## src/rtl/cpu_pkg.sv

```systemverilog
// Shared definitions for the 2-bit CPU and its program loader.
// Instruction width, address width, opcode constants and loader state encoding.
package cpu_pkg;

    localparam int unsigned ADDR_WIDTH  = 2;
    localparam int unsigned INSTR_WIDTH = 2;
    localparam int unsigned DEPTH       = 1 << ADDR_WIDTH;

    // Instruction word is {opcode, data}
    localparam logic OPC_LOAD = 1'b0;
    localparam logic OPC_ADD  = 1'b1;

    typedef logic [ADDR_WIDTH-1:0]  addr_t;
    typedef logic [INSTR_WIDTH-1:0] instr_t;

    // CHECK and ERROR are only reachable with PROGRAM_LOADER_CHECKSUM_EN
    typedef enum logic [2:0] {
        ST_IDLE  = 3'd0,
        ST_LOAD  = 3'd1,
        ST_CHECK = 3'd2,
        ST_DRAIN = 3'd3,
        ST_RUN   = 3'd4,
        ST_ERROR = 3'd5
    } loader_state_e;

endpackage

```

## src/rtl/instr_ram.sv

```systemverilog
// Instruction RAM: synchronous write from the loader, asynchronous read for CPU fetch.
module instr_ram
    import cpu_pkg::*;
(
    input  logic                   clk,
    input  logic                   wr_en_i,
    input  logic [ADDR_WIDTH-1:0]  wr_addr_i,
    input  logic [INSTR_WIDTH-1:0] wr_data_i,
    input  logic [ADDR_WIDTH-1:0]  rd_addr_i,
    output logic [INSTR_WIDTH-1:0] rd_data_o
);

    logic [INSTR_WIDTH-1:0] mem_q [DEPTH];

    // Write port; contents survive reset so a partial load leaves old words in place
    always_ff @(posedge clk) begin
        if (wr_en_i) begin
            mem_q[wr_addr_i] <= wr_data_i;
        end
    end

    assign rd_data_o = mem_q[rd_addr_i];

endmodule

```

## src/rtl/program_loader.sv

```systemverilog
// Program loader: streams host words into the instruction RAM, holds the CPU in reset
// while loading and releases it afterwards.
// Optional feature macro: PROGRAM_LOADER_CHECKSUM_EN (trailing checksum word after DEPTH words).
module program_loader
    import cpu_pkg::*;
(
    input  logic                   clk,
    input  logic                   reset,
    input  logic                   start,
    input  logic                   in_valid,
    input  logic [INSTR_WIDTH-1:0] in_data,
    output logic                   in_ready,
    output logic                   wr_en,
    output logic [ADDR_WIDTH-1:0]  wr_addr,
    output logic [INSTR_WIDTH-1:0] wr_data,
    output logic                   cpu_reset,
    output logic                   busy,
    output logic                   done,
    output logic                   err,
    input  logic [ADDR_WIDTH-1:0]  fetch_addr,
    output logic [INSTR_WIDTH-1:0] fetch_instr
);

    localparam logic [ADDR_WIDTH-1:0] LAST_ADDR = ADDR_WIDTH'(DEPTH - 1);

    loader_state_e          state_q;
    logic [ADDR_WIDTH-1:0]  cnt_q;
    logic [ADDR_WIDTH-1:0]  cnt_d;
    logic                   wr_en_q;
    logic [ADDR_WIDTH-1:0]  wr_addr_q;
    logic [INSTR_WIDTH-1:0] wr_data_q;
    logic                   cpu_reset_q;
    logic                   done_q;

`ifdef PROGRAM_LOADER_CHECKSUM_EN
    logic [INSTR_WIDTH-1:0] sum_q;
    logic [INSTR_WIDTH-1:0] sum_d;
    logic                   err_q;

    assign sum_d = INSTR_WIDTH'(sum_q + in_data);
    assign err   = err_q;
`else
    assign err   = 1'b0;
`endif

    assign cnt_d = ADDR_WIDTH'(cnt_q + 1'b1);

    // Handshake and status decode straight from the state register
    assign in_ready = (state_q == ST_LOAD) || (state_q == ST_CHECK);
    assign busy     = (state_q == ST_LOAD) || (state_q == ST_CHECK) || (state_q == ST_DRAIN);

    assign wr_en     = wr_en_q;
    assign wr_addr   = wr_addr_q;
    assign wr_data   = wr_data_q;
    assign cpu_reset = cpu_reset_q;
    assign done      = done_q;

    // Loader FSM with counter, checksum and registered outputs
    always_ff @(posedge clk or posedge reset) begin
        if (reset) begin
            state_q     <= ST_IDLE;
            cnt_q       <= '0;
            wr_en_q     <= 1'b0;
            wr_addr_q   <= '0;
            wr_data_q   <= '0;
            cpu_reset_q <= 1'b1;
            done_q      <= 1'b0;
`ifdef PROGRAM_LOADER_CHECKSUM_EN
            sum_q       <= '0;
            err_q       <= 1'b0;
`endif
        end else begin
            wr_en_q <= 1'b0;
            done_q  <= 1'b0;
            case (state_q)
                ST_IDLE: begin
                    if (start) begin
                        state_q <= ST_LOAD;
                        cnt_q   <= '0;
`ifdef PROGRAM_LOADER_CHECKSUM_EN
                        sum_q   <= '0;
`endif
                    end
                end
                ST_LOAD: begin
                    if (in_valid) begin
                        wr_en_q   <= 1'b1;
                        wr_addr_q <= cnt_q;
                        wr_data_q <= in_data;
                        cnt_q     <= cnt_d;
`ifdef PROGRAM_LOADER_CHECKSUM_EN
                        sum_q     <= sum_d;
                        if (cnt_q == LAST_ADDR) begin
                            state_q <= ST_CHECK;
                        end
`else
                        if (cnt_q == LAST_ADDR) begin
                            state_q <= ST_DRAIN;
                        end
`endif
                    end
                end
`ifdef PROGRAM_LOADER_CHECKSUM_EN
                ST_CHECK: begin
                    // Checksum word is compared only, never written to RAM
                    if (in_valid) begin
                        if (in_data == sum_q) begin
                            state_q <= ST_DRAIN;
                        end else begin
                            state_q <= ST_ERROR;
                            err_q   <= 1'b1;
                        end
                    end
                end
                ST_ERROR: begin
                    if (start) begin
                        state_q <= ST_LOAD;
                        cnt_q   <= '0;
                        sum_q   <= '0;
                        err_q   <= 1'b0;
                    end
                end
`endif
                ST_DRAIN: begin
                    // Final write retires this cycle; release the CPU next
                    state_q     <= ST_RUN;
                    cpu_reset_q <= 1'b0;
                    done_q      <= 1'b1;
                end
                ST_RUN: begin
                    if (start) begin
                        state_q     <= ST_LOAD;
                        cpu_reset_q <= 1'b1;
                        cnt_q       <= '0;
`ifdef PROGRAM_LOADER_CHECKSUM_EN
                        sum_q       <= '0;
`endif
                    end
                end
                default: begin
                    state_q <= ST_IDLE;
                end
            endcase
        end
    end

    instr_ram u_instr_ram (
        .clk       (clk),
        .wr_en_i   (wr_en_q),
        .wr_addr_i (wr_addr_q),
        .wr_data_i (wr_data_q),
        .rd_addr_i (fetch_addr),
        .rd_data_o (fetch_instr)
    );

endmodule

```

## config.mk

```make
export PLATFORM = sky130hd
export DESIGN_NAME = program_loader
export DESIGN_NICKNAME = d
export VERILOG_FILES = /design/src/rtl/cpu_pkg.sv /design/src/rtl/instr_ram.sv /design/src/rtl/program_loader.sv
export SDC_FILE = /design/constraint.sdc
export NUM_CORES = 1
export LEC_CHECK = 0
export CORE_MARGIN = 2
export CORE_UTILIZATION = 50
export DETAILED_ROUTE_END_ITERATION = 8
export PLACE_DENSITY = 0.87
export SKIP_CTS_REPAIR_TIMING = 1
export SYNTH_ARGS = -nofsm -noshare
export SYNTH_HDL_FRONTEND = slang
export SYNTH_SLANG_ARGS = --single-unit
```

## constraint.sdc

```tcl
create_clock -name clk -period 3.6 [get_ports clk]
set_clock_uncertainty 0.05 [all_clocks]
set_input_delay 0.72 -clock clk [delete_from_list [all_inputs] [get_ports clk]]
set_output_delay 0.72 -clock clk [all_outputs]
set_load 0.02 [all_outputs]
```

==> load_flow_metrics.sql, run 1 <==
INSERT INTO impl_metrics (metric_group, metric, value, unit) VALUES
('status', 'status', 'complete, no violations', ''),
('routing', 'drt.antenna.violating_nets', '0', ''),
('die', 'core.rowCount', '14', ''),
('logic_synthesis', 'portion_of_synthesized_cell_area_occupied_by_the_leading_cell_type', '32.7', '%'),
('clock_network', 'cts-root-buf', 'sky130_fd_sc_hd__clkbuf_4', ''),
('clock_network', 'cts_buffer_depth', '2', ''),
('pwr', 'irDropWorstVdd', '0.555', 'mV'),
('logic_synthesis', 'netlist_instances', '55', ''),
('routing', 'route.detailed.wl_per_inst', '16.1', 'µm'),
('finish', 'leading_cell_type_in_the_layout_fill_and_taps_excluded', 'sky130_fd_sc_hd__clkdlybuf4s50_1', ''),
('placement', 'detailed_place.area', '1020', 'µm²'),
('pwr', 'switching_power', '293', 'µW'),
('routing', 'dr_total_vias', '486', ''),
('finish', 'layout_common_cells', 'sky130_fd_sc_hd__clkdlybuf4s50_1 (18), sky130_fd_sc_hd__dfrtp_1 (11), sky130_fd_sc_hd__edfxtp_1 (8)', ''),
('clock_network', 'cts_sinks', '20', ''),
('routing', 'drt_first_pass_iters', '4', ''),
('pwr', 'netSwitchingFraction', '32.0', '%'),
('clock_network', 'clkTransAtPathRegs', '120', 'ps'),
('global_routing', 'globalRouteMet3Util', '4.00', '%'),
('die', 'top_level_ports', '20', ''),
('finish', 'nFillCells', '102', ''),
('placement', 'detailedPlace.worstSlack', '523', 'ps'),
('finish', 'area_used_by_multi_input_combinational_logic', '269', 'µm²'),
('logic_synthesis', 'synth_cell_types', '25', ''),
('placement', 'dp_hpwl', '1030', 'µm'),
('logic_synthesis', 'yosysTopAreaCell', 'sky130_fd_sc_hd__dfrtp_1', ''),
('sta', 'setup_viol', '0', ''),
('clock_network', 'cts-htree-levels', '1', ''),
('finish', 'layout.area.seq', '542', 'µm²'),
('setup_path', 'criticalPathCategory', 'input pin to primary output', ''),
('pwr', 'power.combinational.fraction', '37.0', '%'),
('finish', 'final_layout_size_suffix_gt1_share', '18.7', '%'),
('global_routing', 'grt_remaining_overflow', '0', ''),
('die', 'die-width', '45.0', 'µm'),
('logic_synthesis', 'synth_sequential_area_ratio', '64.4', '%'),
('sta', 'grt_setup_unrepaired', 'no', ''),
('pwr', 'power.share.clock', '20.0', '%'),
('setup_path', 'crit_arrival', '2300', 'ps'),
('logic_synthesis', 'synth.cell_area', '841', 'µm²'),
('setup_path', 'cp.required', '2830', 'ps'),
('sta', 'hold_violations', '0', ''),
('finish', 'num-nets-final', '85', ''),
('routing', 'vias_per_cell', '5.34', ''),
('global_routing', 'grt_use_met1', '19.7', '%'),
('sta', 'timing.final.ws_setup', '527', 'ps'),
('global_routing', 'track_usage', '17.9', '%'),
('die', 'die_area', '2030', 'µm²'),
('sta', 'finalCritPeriodShare', '85.4', '%'),
('global_routing', 'initial_antenna_violation_count', '0', ''),
('clock_network', 'clkLatencyLatePin', '310', 'ps'),
('placement', 'gp_congestion', '0.741', ''),
('pwr', 'cell_internal_pwr', '623', 'µW'),
('setup_path', 'startpoint_type_of_the_worst_setup_path', 'input pin', ''),
('die', 'core_region', '1540', 'µm²'),
('pwr', 'leakage_power', '0.000454', 'µW'),
('logic_synthesis', 'synth-warning-count', '0', ''),
('setup_path', 'critical_path_peak_fanout', '2', ''),
('setup_path', 'worst_setup_path_end_kind', 'primary output', ''),
('sta', 'timing.final.max_slew_violations', '0', ''),
('logic_synthesis', 'ys_seq_elements', '20', ''),
('logic_synthesis', 'ys_top_cells_by_area', 'sky130_fd_sc_hd__dfrtp_1 (33%), sky130_fd_sc_hd__edfxtp_1 (29%), sky130_fd_sc_hd__mux2_4 (7.1%), sky130_fd_sc_hd__mux4_2 (5.4%), sky130_fd_sc_hd__dfstp_2 (3.1%)', ''),
('sta', 'fmaxAchievable', '325', 'MHz'),
('finish', 'diodes', '0', ''),
('pwr', 'power_per_cell_area', '852', 'nW/µm²'),
('routing', 'detail_route.iter0.violations', '7', ''),
('sta', 'fin_setup_tns', '0', 'ps'),
('worst_hold_path', 'hp-class', 'flop to flop', ''),
('global_routing', 'grt_most_used_layer', 'met2', ''),
('routing', 'route.final.wire_length', '1460', 'µm'),
('global_routing', 'grt_pass1_vias', '517', ''),
('job', 'cap_violations', '0', '');
routing by layer:
| metal | wire [µm] | vias up | part of all wire (%) |
|---|---|---|---|
| met5 | 0 | - | 0 |
| met4 | 42 | 0 | 2.9 |
| met3 | 61 | 5 | 4.2 |
| met2 | 760 | 12 | 52 |
| met1 | 598 | 235 | 41 |
| li1 | - | 234 | - |
metrics by stage:
| step | std cells | total power (µW) | hold slack (ps) | util, % |
|---|---|---|---|---|
| after floorplan | 55 | 598 | 436 | - |
| after CTS | 91 | 922 | 513 | 69.7 |
| after detailed placement | 87 | 738 | 478 | 66.3 |
| after global placement | 87 | 723 | 469 | 66.3 |
| after global routing | 91 | 965 | 536 | 69.7 |
| final | 91 | 916 | 508 | 69.7 |
power groups by stage:
stage / clock network [µW] / registers (µW) / logic, µW
after global routing: 194 / 406 / 365
after floorplan: 0 / 420 / 178
after global placement: 0 / 395 / 328
after detailed placement: 0 / 399 / 339
after CTS: 186 / 396 / 341
final: 183 / 394 / 338
synthesized netlist by cell type (all sizes together):
master	number
buf	2
ha	1
edfxtp	8
a21oi	2
a21o	1
a31o	1
xnor2	1
dfrtp	11
and3	1
and4bb	1
a22o	2
and3b	1
mux2	5
dfstp	1
inv	3
nor3b	1
nand2	2
and2	1
nor2	5
mux4	2
conb	1
nand2b	2
state kept, by name, indices dropped and copies added, names as in the netlist:
| signal | cells |
|---|---|
| done | 1 |
| cnt_q | 2 |
| u_instr_ram.mem_q | 8 |
| wr_data | 2 |
| cpu_reset | 1 |
| wr_addr | 2 |
| wr_en | 1 |
| state_q | 3 |
final timing paths:
kind / from / depth (start not counted) / to / slack [ps]
worst max-delay path: fetch_addr[0] / 3 / fetch_instr[0] / 530
worst min-delay path: cnt_q[0] / 1 / wr_addr[0] / 510
worst max register to register: state_q[1] / 3 / cnt_q[0] / 2040
worst min register to register: cnt_q[0] / 1 / wr_addr[0] / 510
max in group asynchronous: reset / 2 / cpu_reset / 2510
min in group asynchronous: reset / 2 / cnt_q[1] / 640
worst max-delay path, cell delays in order:
cell and delay, ps:
sky130_fd_sc_hd__clkdlybuf4s50_1 530, sky130_fd_sc_hd__mux4_2 510, sky130_fd_sc_hd__clkdlybuf4s50_1 550
kinds of logic (layout without fill, tap and decap cells):
family | after synthesis | count (layout) | synth area share (%)
xor gates and xnor gates | 1 | 1 | 1.04
other | 1 | 1 | 0.446
muxes | 7 | 7 | 13.8
adders and majority gates | 1 | 1 | 1.49
and+or+nand+nor | 14 | 14 | 9.53
buffers and inverters | 5 | 25 | 3.57
DFF | 20 | 20 | 64.4
AOI/OAI and AO/OA | 6 | 6 | 5.66
area by class of cell:
cell class	count	area share [%]
multi-input cells	30	25.0
inverters	3	1.05
flip-flops and latches	20	50.4
well taps	16	1.86
repair buffers	18	16.8
clock inverters	1	2.79
clock buffers	3	2.10
Power figures use the tool's default switching activity.
==> inputs of run 2 (changes only) <==
CORE_MARGIN = default   (was 2)
SLEW_MARGIN = 10   (was default)
==> run 2 against run 1 <==
Net effect: via count is 2.5% higher; sequential power about the same; critical path depth unchanged; non-clock buffer count is the same; total power shrank 6.8%; flip-flop and latch count unchanged; cell count unchanged; global-route usage shrank 1.8 points; largest power group unchanged; largest cell class unchanged; routed wire length decreased by 14%; first-iteration DRC count is 29% lower.
==> load_flow_metrics.sql, run 2 (synthesized netlist as in run 1, its figures left out) <==
INSERT INTO impl_metrics (metric_group, metric, value, unit) VALUES
('routing', 'route.detailed.wl_per_inst', '13.8', 'µm'),
('setup_path', 'startpoint_type_of_the_worst_setup_path', 'input pin', ''),
('finish', 'max_flop_register', 'u_instr_ram.mem_q', ''),
('clock_network', 'clkTransAtPathRegs', '100', 'ps'),
('setup_path', 'cp.required', '2830', 'ps'),
('die', 'top_level_ports', '20', ''),
('die', 'core_region', '1540', 'µm²'),
('routing', 'dr_total_vias', '498', ''),
('clock_network', 'cts-buffers-inserted', '3', ''),
('finish', 'reg.largest.list', 'u_instr_ram.mem_q x8, state_q x3', ''),
('job', 'cap_violations', '0', ''),
('setup_path', 'critical_path_peak_fanout', '2', ''),
('sta', 'period_minus_slack', '3060', 'ps'),
('setup_path', 'crit-reg2reg-launch', 'state_q[1]', ''),
('placement', 'dp_hpwl', '934', 'µm'),
('die', 'fp.dieH', '43.0', 'µm'),
('setup_path', 'crit_path_max_delay_cell_type', 'sky130_fd_sc_hd__clkdlybuf4s50_1', ''),
('routing', 'route.final.wire_length', '1250', 'µm'),
('setup_path', 'worstPathCellList', 'clkdlybuf4s50_1, mux4_2, clkdlybuf4s50_1', ''),
('finish', 'largest_register_ff_count', '8', ''),
('clock_network', 'clkLatencyLatePin', '290', 'ps'),
('die', 'die-width', '43.0', 'µm'),
('clock_network', 'cts_tree', 'built', ''),
('setup_path', 'crit_path_max_incr_delay', '550', 'ps'),
('clock_network', 'cts_buffer_depth', '2', ''),
('sta', 'grt_setup_unrepaired', 'no', ''),
('die', 'die_area', '1850', 'µm²'),
('clock_network', 'cts-root-buf', 'sky130_fd_sc_hd__clkbuf_4', ''),
('placement', 'gp_congestion', '0.706', ''),
('sta', 'fin_setup_tns', '0', 'ps'),
('placement', 'port_buffers', '18', ''),
('pwr', 'leakage_power', '0.000447', 'µW'),
('die', 'core.rowCount', '14', ''),
('worst_hold_path', 'hold_start', 'cnt_q[1]', ''),
('finish', 'num-nets-final', '85', ''),
('setup_path', 'crit_path_start', 'fetch_addr[0]', ''),
('global_routing', 'grt_pass1_wl', '2150', 'µm'),
('finish', 'layout_common_cells', 'sky130_fd_sc_hd__clkdlybuf4s50_1 (18), sky130_fd_sc_hd__dfrtp_1 (11), sky130_fd_sc_hd__edfxtp_1 (8)', ''),
('finish', 'leading_cell_type_in_the_layout_fill_and_taps_excluded', 'sky130_fd_sc_hd__clkdlybuf4s50_1', ''),
('clock_network', 'cts_sinks', '20', ''),
('global_routing', 'grt_remaining_overflow', '0', ''),
('routing', 'drt.antenna.violating_nets', '0', ''),
('finish', 'areaGrowthSynthToFinish', '25.9', '%'),
('global_routing', 'track_usage', '16.1', '%'),
('routing', 'detail_route.iter0.violations', '5', ''),
('global_routing', 'maximum_number_of_pins_on_one_net_before_global_route_repair', '13', ''),
('routing', 'route.detailed.drc', '0', ''),
('setup_path', 'worst_setup_path_end_kind', 'primary output', ''),
('setup_path', 'criticalPathCategory', 'input pin to primary output', ''),
('sta', 'fmaxAchievable', '327', 'MHz'),
('pwr', 'power_per_cell_area', '806', 'nW/µm²'),
('global_routing', 'grt_pass1_vias', '477', ''),
('routing', 'drt_first_pass_iters', '4', ''),
('setup_path', 'crit_arrival', '2290', 'ps'),
('setup_path', 'worst_path_most_repeated_cell', 'sky130_fd_sc_hd__clkdlybuf4s50_1', ''),
('pwr', 'irDropWorstVdd', '0.447', 'mV'),
('global_routing', 'initial_antenna_violation_count', '0', ''),
('finish', 'final_layout_size_suffix_gt1_share', '18.7', '%'),
('sta', 'holdWs', '508', 'ps'),
('clock_network', 'cts-htree-levels', '1', ''),
('sta', 'hold_violations', '0', ''),
('sta', 'timing.final.max_slew_violations', '0', ''),
('finish', 'diodes', '0', ''),
('sta', 'setup_viol', '0', ''),
('die', 'floorplan.initialDensity', '54.5', '%'),
('sta', 'finalCritPeriodShare', '85.0', '%'),
('status', 'status', 'complete, no violations', ''),
('routing', 'vias_per_cell', '5.47', ''),
('worst_hold_path', 'hp-class', 'flop to flop', '');
==> run 2: per-layer routing <==
metal	up-vias	wire length [µm]	GRT usage (%)
li1	234	-	-
met1	237	516	20.3
met2	27	627	27.9
met3	0	110	4.26
met4	0	0	3.64
met5	-	0	0
==> run 2: final timing paths <==
check	to	slack, ps	depth (start not counted)
setup / recovery	fetch_instr[0]	540	3
hold / removal	cnt_q[1]	510	1
setup reg to reg	cnt_q[0]	2060	3
hold reg to reg	cnt_q[1]	510	1
max in group asynchronous	cpu_reset	2480	2
min in group asynchronous	state_q[2]	680	2
==> run 2: worst max-delay path, delay by kind of cell <==
family / cells / cell delay, ps
muxes: 1 / 500
buffers and inverters: 2 / 1070
==> run 2: stage by stage <==
stage / util (%) / total power, µW / area, µm² / instances / setup WS [ps]
after global routing: 68.7 / 898 / 1060 / 91 / 479
after floorplan: - / 598 / 841 / 55 / 1560
after detailed placement: 66.3 / 735 / 1020 / 87 / 535
after CTS: 68.7 / 860 / 1060 / 91 / 531
final: 68.7 / 854 / 1060 / 91 / 539
after global placement: 66.3 / 723 / 1020 / 87 / 538
==> run 2: cell type report <==
type	instances	area, µm²
clock buffers	4	36.3
fillers	115	483
inverters	3	11.3
multi-input cells	30	269
flip-flops and latches	20	542
well taps	16	20.0
repair buffers	18	180
==> run 2: power breakdown <==
group | internal (µW) | switching (µW) | total, µW
combinational | 186 | 150 | 335
sequential | 325 | 68.0 | 393
clock | 61.5 | 63.5 | 125
total | 573 | 281 | 854
==> inputs of run 3 (changes only) <==
CAP_MARGIN = 20   (was default)
CORE_UTILIZATION = 47   (was 50)
PLACE_DENSITY = 0.76   (was 0.87)
clock period = 3 ns   (was 3.6 ns; I/O delays follow)
==> run 3 against run 2 <==
Net effect: first-iteration DRC count grew to 2.6 times the previous value; critical endpoint is now fetch_instr[1]; combinational power grew 20%; critical path depth is the same; register-to-register slack lost 610 ps; largest power group unchanged; sequential power grew 20%; critical path type unchanged.
==> load_flow_metrics.sql, run 3 (synthesized netlist as in run 1, its figures left out) <==
INSERT INTO impl_metrics (metric_group, metric, value, unit) VALUES
('global_routing', 'grt_pass1_wl', '1930', 'µm'),
('finish', 'finalNonFillerCells', '99', ''),
('setup_path', 'crit-reg2reg-launch', 'state_q[1]', ''),
('die', 'die_area', '1960', 'µm²'),
('finish', 'utilization', '67.0', '%'),
('finish', 'leading_cell_type_in_the_layout_fill_and_taps_excluded', 'sky130_fd_sc_hd__clkdlybuf4s50_1', ''),
('global_routing', 'initial_antenna_violation_count', '0', ''),
('routing', 'route.final.wire_length', '1280', 'µm'),
('pwr', 'power_per_cell_area', '958', 'nW/µm²'),
('finish', 'areaGrowthSynthToFinish', '27.1', '%'),
('routing', 'dr_total_vias', '485', ''),
('sta', 'fin_setup_tns', '0', 'ps'),
('die', 'floorplan.initialDensity', '52.7', '%'),
('sta', 'period_minus_slack', '2820', 'ps'),
('die', 'fp.dieH', '44.3', 'µm'),
('worst_hold_path', 'hold_start', 'state_q[1]', ''),
('finish', 'num-nets-final', '85', ''),
('sta', 'grt_setup_unrepaired', 'no', ''),
('placement', 'port_buffers', '18', ''),
('pwr', 'irDropWorstVdd', '0.672', 'mV'),
('sta', 'setup_viol', '0', ''),
('setup_path', 'crit_path_start', 'fetch_addr[0]', ''),
('placement', 'dp_hpwl', '948', 'µm'),
('placement', 'gp_congestion', '0.682', ''),
('worst_hold_path', 'hp-class', 'flop to flop', ''),
('setup_path', 'critical-path-top-delay-family', 'buffers and inverters', ''),
('placement', 'placedCellCount', '95', ''),
('clock_network', 'cts_buffer_depth', '2', ''),
('setup_path', 'startpoint_type_of_the_worst_setup_path', 'input pin', ''),
('setup_path', 'crit_path_max_incr_delay', '540', 'ps'),
('routing', 'drt_first_pass_iters', '4', ''),
('clock_network', 'clkLatencyLatePin', '290', 'ps'),
('sta', 'timing.final.max_slew_violations', '0', ''),
('die', 'top_level_ports', '20', ''),
('clock_network', 'cts-htree-levels', '1', ''),
('die', 'die-width', '44.3', 'µm'),
('routing', 'drt.antenna.violating_nets', '0', ''),
('clock_network', 'cts-buffers-inserted', '3', ''),
('setup_path', 'critical_path_peak_fanout', '2', ''),
('clock_network', 'cts_tree', 'built', ''),
('job', 'cap_violations', '0', ''),
('sta', 'finalCritPeriodShare', '94.1', '%'),
('routing', 'vias_per_cell', '4.90', ''),
('setup_path', 'crit_arrival', '2170', 'ps'),
('die', 'core_region', '1590', 'µm²'),
('sta', 'fmaxAchievable', '354', 'MHz'),
('routing', 'route.detailed.wl_per_inst', '12.9', 'µm'),
('finish', 'max_flop_register', 'u_instr_ram.mem_q', ''),
('clock_network', 'cts_sinks', '20', ''),
('finish', 'layout_common_cells', 'sky130_fd_sc_hd__clkdlybuf4s50_1 (18), sky130_fd_sc_hd__dfrtp_1 (11), sky130_fd_sc_hd__edfxtp_1 (8)', ''),
('routing', 'detail_route.iter0.violations', '13', ''),
('clock_network', 'clkTransAtPathRegs', '100', 'ps'),
('die', 'core.rowCount', '14', ''),
('status', 'status', 'complete, no violations', ''),
('global_routing', 'maximum_number_of_pins_on_one_net_before_global_route_repair', '13', ''),
('pwr', 'leakage_power', '0.000447', 'µW'),
('setup_path', 'worstPathCellList', 'clkdlybuf4s50_1, mux4_2, clkdlybuf4s50_1', ''),
('setup_path', 'cp.required', '2350', 'ps'),
('setup_path', 'crit_path_max_delay_cell_type', 'sky130_fd_sc_hd__clkdlybuf4s50_1', ''),
('setup_path', 'crit_buf_inv', '2', ''),
('routing', 'route.detailed.drc', '0', ''),
('global_routing', 'track_usage', '14.3', '%'),
('setup_path', 'worst_path_most_repeated_cell', 'sky130_fd_sc_hd__clkdlybuf4s50_1', ''),
('global_routing', 'grt_pass1_vias', '441', ''),
('clock_network', 'cts-root-buf', 'sky130_fd_sc_hd__clkbuf_4', ''),
('finish', 'largest_register_ff_count', '8', ''),
('global_routing', 'grt_remaining_overflow', '0', ''),
('setup_path', 'criticalPathCategory', 'input pin to primary output', ''),
('sta', 'hold_violations', '0', ''),
('finish', 'reg.largest.list', 'u_instr_ram.mem_q x8, state_q x3', ''),
('finish', 'final_layout_size_suffix_gt1_share', '18.7', '%'),
('setup_path', 'worst_setup_path_end_kind', 'primary output', ''),
('pwr', 'design_power_total', '1020', 'µW'),
('finish', 'diodes', '0', '');
[run 3: cell counts in the layout (fill, tap and decap cells not counted)]
Identical to the previous run, type by type.
[run 3: final cells by class]
cell class                 count  area [µm²]
sequential                    20         542
tap                           24        30.0
fill                         112         526
inverter                       3        11.3
multi-input combinational     30         269
clock buffer                   4        36.3
timing repair buffer          18         180
[run 3: path summary, 6_finish.rpt]
| kind | endpoint | slack, ps | cells after the start |
|---|---|---|---|
| max | fetch_instr[1] | 180 | 3 |
| min | state_q[0] | 490 | 1 |
| max reg2reg | cnt_q[0] | 1450 | 3 |
| min reg2reg | state_q[0] | 490 | 1 |
| max in group asynchronous | cpu_reset | 2000 | 2 |
| min in group asynchronous | done | 560 | 2 |
[run 3: per-stage QoR]
step | setup WS, ps | hold WS [ps] | area, µm²
global placement | 180 | 468 | 1030
floorplan | 1200 | 414 | 841
CTS | 159 | 490 | 1070
global route | 129 | 509 | 1070
detailed placement | 164 | 466 | 1030
finish | 176 | 490 | 1070
[run 3: power breakdown]
part / leakage [µW] / internal, µW / total [µW] / switching [µW]
combinational: 0.000205 / 222 / 402 / 180
sequential: 0.000221 / 390 / 472 / 82.0
clock: 0.0000210 / 73.9 / 149 / 75.1
[run 3: per-layer routing]
layer	wire, µm	vias up	part of all wire [%]	global-route usage, %
li1	-	236	-	-
met1	623	226	49	19.3
met2	570	21	45	22.1
met3	81	2	6.3	2.86
met4	5	0	0.39	7.27
met5	0	-	0	0
